### config.mk
export PLATFORM = sky130hd
export DESIGN_NAME = apb_rr_requester
export DESIGN_NICKNAME = d
export VERILOG_FILES = /design/src/rtl/apb_ctrl_pkg.sv /design/src/rtl/globals_pkg.sv /design/src/rtl/apb_rr_arb.sv /design/src/rtl/apb_rr_requester.sv
export SDC_FILE = /design/constraint.sdc
export NUM_CORES = 1
export LEC_CHECK = 0
export CAP_MARGIN = 20
export CORE_ASPECT_RATIO = 1.5
export CORE_MARGIN = 2
export CORE_UTILIZATION = 42
export CTS_BUF_LIST = sky130_fd_sc_hd__clkbuf_16
export CTS_CLUSTER_DIAMETER = 100
export DETAILED_ROUTE_END_ITERATION = 6
export PLACE_DENSITY = 0.93
export SYNTH_ARGS = -nofsm -noshare
export SYNTH_HDL_FRONTEND = slang
export SYNTH_SLANG_ARGS = --single-unit
### constraint.sdc
create_clock -name pclk -period 3 [get_ports pclk]
set_input_delay 0.3 -clock pclk [delete_from_list [all_inputs] [get_ports pclk]]
set_output_delay 0.3 -clock pclk [all_outputs]
set_load 0.01 [all_outputs]
### src/rtl/apb_ctrl_pkg.sv
// Shared APB controller types: FSM state encoding and default sizing.
// Latency: n/a (types and constants only).
// Backpressure: n/a.
package apb_ctrl_pkg;

  typedef enum logic [1:0] {
    IDLE   = 2'd0,
    SETUP  = 2'd1,
    ACCESS = 2'd2,
    RESP   = 2'd3
  } apb_state_e;

  localparam int DEF_NUM_REQ = 2;
  localparam int DEF_ADDR_W  = 5;
  localparam int DEF_DATA_W  = 32;
  localparam int DEF_TIMEOUT = 16;

  // Wait counter width; holds any TIMEOUT up to 255.
  localparam int CNT_W = 8;

endpackage

### src/rtl/globals_pkg.sv
// Project-wide constants shared by all blocks in this slice.
// Latency: n/a (constants only).
// Backpressure: n/a.
package globals_pkg;

  // Width of any requester index; covers up to 8 requesters.
  localparam int unsigned IDX_W = 3;

endpackage

### src/rtl/apb_rr_arb.sv
// Round-robin one-hot selector: first active request at or after ptr, wrapping.
// Latency: purely combinational.
// Backpressure: none; the caller decides when a grant is consumed.
// Ports: req  - request vector
//        ptr  - index holding highest priority (one past the last grant)
//        gnt  - one-hot grant, all zero when no request is active
module apb_rr_arb
  import globals_pkg::*;
  import apb_ctrl_pkg::*;
#(
  parameter int NUM_REQ = DEF_NUM_REQ
) (
  input  logic [NUM_REQ-1:0] req,
  input  logic [IDX_W-1:0]   ptr,
  output logic [NUM_REQ-1:0] gnt
);

  logic found;

  // Walk candidates in priority order ptr, ptr+1, ... and take the first hit.
  always_comb begin
    gnt   = '0;
    found = 1'b0;
    for (int k = 0; k < NUM_REQ; k++) begin
      for (int i = 0; i < NUM_REQ; i++) begin
        if (!found && req[i] && (((int'(ptr) + k) % NUM_REQ) == i)) begin
          gnt[i] = 1'b1;
          found  = 1'b1;
        end
      end
    end
  end

endmodule

### src/rtl/apb_rr_requester.sv
// Shares one APB requester port among NUM_REQ clients with round-robin arbitration.
// Latency: accept, SETUP, ACCESS (+1 per pready=0 cycle, abort after TIMEOUT), RESP pulse.
// Backpressure: req_ready is a one-cycle pulse in IDLE only; one transfer in flight at a time.
// Ports: pclk/prst                      - clock, synchronous active-low reset
//        req_valid/req_ready/req_write  - per-client handshake and direction
//        req_addr/req_wdata             - per-client payload, client i in slice i
//        rsp_valid/rsp_rdata/rsp_err    - completion pulse to the owner, read data, timeout flag
//        paddr/pselx/penable/pwrite/pwdata, pready/prdata - APB bus
module apb_rr_requester
  import globals_pkg::*;
  import apb_ctrl_pkg::*;
#(
  parameter int NUM_REQ = DEF_NUM_REQ,
  parameter int ADDR_W  = DEF_ADDR_W,
  parameter int DATA_W  = DEF_DATA_W,
  parameter int TIMEOUT = DEF_TIMEOUT
) (
  input  logic                      pclk,
  input  logic                      prst,
  input  logic [NUM_REQ-1:0]        req_valid,
  output logic [NUM_REQ-1:0]        req_ready,
  input  logic [NUM_REQ-1:0]        req_write,
  input  logic [NUM_REQ*ADDR_W-1:0] req_addr,
  input  logic [NUM_REQ*DATA_W-1:0] req_wdata,
  output logic [NUM_REQ-1:0]        rsp_valid,
  output logic [DATA_W-1:0]         rsp_rdata,
  output logic                      rsp_err,
  output logic [ADDR_W-1:0]         paddr,
  output logic                      pselx,
  output logic                      penable,
  output logic                      pwrite,
  output logic [DATA_W-1:0]         pwdata,
  input  logic                      pready,
  input  logic [DATA_W-1:0]         prdata
);

  apb_state_e          state;
  apb_state_e          state_nxt;
  logic [IDX_W-1:0]    rr_ptr;
  logic [IDX_W-1:0]    owner;
  logic [NUM_REQ-1:0]  gnt;
  logic [CNT_W-1:0]    wait_cnt;
  logic                accept;
  logic                done_ok;
  logic                done_to;
  logic [IDX_W-1:0]    acc_idx;
  logic                acc_write;
  logic [ADDR_W-1:0]   acc_addr;
  logic [DATA_W-1:0]   acc_wdata;

  apb_rr_arb #(
    .NUM_REQ (NUM_REQ)
  ) u_arb (
    .req (req_valid),
    .ptr (rr_ptr),
    .gnt (gnt)
  );

  // req_ready is registered, so the grant is decided one cycle ahead from the
  // valids seen then; the handshake only completes if that client still holds valid.
  assign accept  = (state == IDLE) && ((req_ready & req_valid) != '0);
  assign done_ok = (state == ACCESS) && pready;
  assign done_to = (state == ACCESS) && !pready && (wait_cnt == CNT_W'(TIMEOUT - 1));

  // Payload of the client whose ready bit is up (at most one bit is set).
  always_comb begin
    acc_idx   = '0;
    acc_write = 1'b0;
    acc_addr  = '0;
    acc_wdata = '0;
    for (int i = 0; i < NUM_REQ; i++) begin
      if (req_ready[i]) begin
        acc_idx   = IDX_W'(i);
        acc_write = req_write[i];
        acc_addr  = req_addr[i*ADDR_W +: ADDR_W];
        acc_wdata = req_wdata[i*DATA_W +: DATA_W];
      end
    end
  end

  always_ff @(posedge pclk) begin
    if (!prst) begin
      state <= IDLE;
    end else begin
      state <= state_nxt;
    end
  end

  always_comb begin
    state_nxt = state;
    case (state)
      IDLE:    if (accept) state_nxt = SETUP;
      SETUP:   state_nxt = ACCESS;
      ACCESS:  if (done_ok || done_to) state_nxt = RESP;
      RESP:    state_nxt = IDLE;
      default: state_nxt = IDLE;
    endcase
  end

  // Outputs are decoded from the next state so they line up with the state register.
  always_ff @(posedge pclk) begin
    if (!prst) begin
      req_ready <= '0;
      rsp_valid <= '0;
      rsp_rdata <= '0;
      rsp_err   <= 1'b0;
      paddr     <= '0;
      pselx     <= 1'b0;
      penable   <= 1'b0;
      pwrite    <= 1'b0;
      pwdata    <= '0;
      rr_ptr    <= '0;
      owner     <= '0;
      wait_cnt  <= '0;
    end else begin
      pselx     <= (state_nxt == SETUP) || (state_nxt == ACCESS);
      penable   <= (state_nxt == ACCESS);
      req_ready <= (state_nxt == IDLE) ? gnt : '0;

      for (int i = 0; i < NUM_REQ; i++) begin
        rsp_valid[i] <= (done_ok || done_to) && (owner == IDX_W'(i));
      end

      if (done_ok) begin
        rsp_err   <= 1'b0;
        rsp_rdata <= pwrite ? '0 : prdata;
      end else if (done_to) begin
        rsp_err   <= 1'b1;
        rsp_rdata <= '0;
      end

      // Bus payload is loaded only on accept and otherwise holds its last value.
      if (accept) begin
        paddr  <= acc_addr;
        pwrite <= acc_write;
        pwdata <= acc_wdata;
        owner  <= acc_idx;
        rr_ptr <= (acc_idx == IDX_W'(NUM_REQ - 1)) ? '0 : acc_idx + 1'b1;
      end

      if (state == SETUP) begin
        wait_cnt <= '0;
      end else if ((state == ACCESS) && !pready) begin
        wait_cnt <= wait_cnt + 1'b1;
      end
    end
  end

endmodule

==> out/results.txt <==
Cell accounting for the most synthesized area -> dfxtp_1
Async SR Flop Fraction -> 0%
IO Count -> 190
Number of global-route vias before repair -> 3,415
I/O Buffers -> 189
Placed Area -> 5450 um^2
Placed insts -> 616
Post-CTS setup buffer count -> 0
Crit path time final -> 2.18 ns
Number of failing hold endpoints at the final stage -> 0
Critical Path AT -> 2.40 ns
Crit-path most repeated cell -> ha_1
N_diodes -> 0
DP Worst Slack -> 0.770 ns
Site Rows -> 41
Setup TNS Final -> 0 ns
Slew headroom -> 44.1%
Hold Buf Count CTS -> 0
Post_cts resized -> 0
Clock Skew -> 0.00558 ns
Worst path slowest cell -> ha_1
Ordered list of cells on the worst path -> inv_1 > ha_1 > nor2_1 > a31o_2 > a21o_1 > ha_1 > and2_1
Mean Syn Cell Area -> 10.2 um^2
Highest Clock Rate -> 459 MHz
Die W -> 79.1 um
Synth Net Count -> 466
Synth Warn # -> 0
Startpoint Class -> flop
Seq cells post-synth -> 89
Post-synth EDFFs -> 0
Final GP Congestion -> 0.827
Lkg Pwr -> 1.97 nW
Global route total overflow -> 0
Clock slew at reported path FFs -> 0.06 ns
Final hold slack -> 0.455 ns
Nets -> 639
Cell area after layout -> 5700 um^2
Actual slew at the worst max-slew pin -> 0.838 ns
Max_cap viols -> 0
First-pass GRT wire length -> 16,200 um
Post-DP HPWL -> 7600 um
Met3 Resource Use GR -> 4.87%
Synth unique cells -> 38
Die height -> 117 um
Post-synthesis sequential area ratio -> 50.1%
Met1 Use GR -> 24.5%
# setup viols final -> 0
Post-Syn Area -> 3560 um^2
Max Fanout on Critical Path -> 19
CTS max path bufs -> 2
Commonest non-fill, non-tap cell in the layout -> clkdlybuf4s50_1
Total Power -> 4.14 mW
DR pass1 iterations -> 4
WS Path Type -> reg2reg
Core area -> 8310 um^2
Top delay family on crit path -> adder cells
Clock Sink Count -> 89
Worst skew pair latency -> 0.33 ns
Most frequent cells in the layout -> 189 x clkdlybuf4s50_1, 89 x dfxtp_1, 50 x a21oi_1
Fillers -> 668
Grt met2 use -> 39.5%
Num CTS Buffers -> 9
PD cells -> 727 nW/um^2
Total wire length -> 10,300 um
Main flop type after synthesis -> dfxtp_1
Wire per inst -> 16.3 um
DR vias -> 3,488
# DRC -> 0
IR Drop Worst-Case VDD -> 0.353 mV
CP Buf/Inv Count -> 1
Hold Path Class -> reg2reg
Required @ worst endpoint -> 3.23 ns
RSZ-0062 raised after global routing -> false
Status -> finished clean
Non-Filler Instances -> 631
Most area-consuming cells after synthesis -> dfxtp_1 50%, a211oi_1 8.2%, a22o_1 7.9%
Die area -> 9230 um^2
Global routing's busiest layer -> met2
Largest net degree at the start of global routing -> 44
Post-synth top area share -> 50.1%
CTS HTree Levels -> 3
Layout cell share with drive strength beyond 1 -> 5.34%
Fin util -> 68.6%
Final period util -> 72.6%
Vias per cell -> 5.53
Initial Utilization -> 42.8%
Drt initial violations -> 146
Slew Viols, Final -> 0
Gr usage total -> 22.1%
CTS tree -> built
Clk Tree Root Cell -> clkbuf_16
Syn-to-layout area delta -> 60.2%
Antenna-violating nets left -> 0
CP Capture Type -> flop
Syn Inst Count -> 347
Initial antenna violation count -> 0
Critical path's largest stage delay -> 0.61 ns
Worst Setup Slack, final -> 0.823 ns
worst paths after layout:
kind                                 from      endpoint  slack [ns]  depth (start not counted)
worst min-delay path            rr_ptr[0]  req_ready[0]        0.46                          1
worst max register to register   state[0]         pselx        0.82                          7
worst max-delay path             state[0]         pselx        0.82                          7
worst min register to register  rr_ptr[0]  req_ready[0]        0.46                          1
layer usage:
| metal | routed length [um] | part of all wire (%) | up-vias |
|---|---|---|---|
| met5 | 0 | 0 | - |
| met4 | 312 | 3.0 | 0 |
| met3 | 720 | 7.0 | 26 |
| met2 | 5320 | 52 | 158 |
| met1 | 3960 | 38 | 1626 |
| li1 | - | - | 1678 |
synthesized netlist by cell type (2+ instances only):
library cell,n
buf_6,4
buf_4,8
ha_1,6
dfxtp_1,89
or4_1,3
nor2_1,5
nand3b_1,2
nand3_1,6
and2_1,3
or3_1,2
o21ai_0,4
nand2_1,7
o31ai_1,3
inv_1,8
a22o_1,32
buf_1,2
buf_2,7
nor2b_1,2
clkbuf_1,12
a211oi_1,39
a21oi_1,50
a22oi_1,37
worst register-to-register path, cell delays in order (launching register included):
cell	delay [ns]
dfxtp_1	0.33
inv_1	0.11
ha_1	0.61
nor2_1	0.13
a31o_2	0.26
a21o_1	0.18
ha_1	0.30
and2_1	0.16
report_power, final:
| group | internal [mW] | switching, mW | leakage, nW |
|---|---|---|---|
| combinational | 0.817 | 0.808 | 1.13 |
| sequential | 1.40 | 0.141 | 0.722 |
| clock | 0.543 | 0.430 | 0.125 |
| total | 2.76 | 1.38 | 1.97 |
flip-flops by register name (all words and copies together) (netlist names):
| register | flops |
|---|---|
| wait_cnt | 8 |
| paddr | 5 |
| rsp_rdata | 32 |
| req_ready | 2 |
| rr_ptr | 1 |
| pselx | 1 |
| rsp_err | 1 |
| pwrite | 1 |
| penable | 1 |
| pwdata | 32 |
| state | 2 |
| rsp_valid | 2 |
| owner | 1 |
layout make-up:
class                      instances  area (um^2)  area share, %
clock buffer                       9          225           3.95
tap                              107          134           2.35
timing repair buffer             195         1940           34.0
multi-input combinational        216         1560           27.4
sequential                        89         1780           31.3
clock inverter                     6         27.5          0.483
inverter                           9         33.8          0.593
logic make-up (layout without fill, tap and decap cells):
family / count (synthesis) / after routing / synth area share, %
buffers and inverters: 42 / 219 / 6.37
XOR/XNOR: 1 / 1 / 0.246
AND/OR/NAND/NOR: 36 / 36 / 6.26
flip-flops: 89 / 89 / 50.1
multiplexers: 1 / 1 / 0.282
AO/OA/AOI/OAI: 172 / 172 / 34.6
adder cells (fa/ha/maj): 6 / 6 / 2.11
Note: power is estimated with default switching activity, not from simulation.
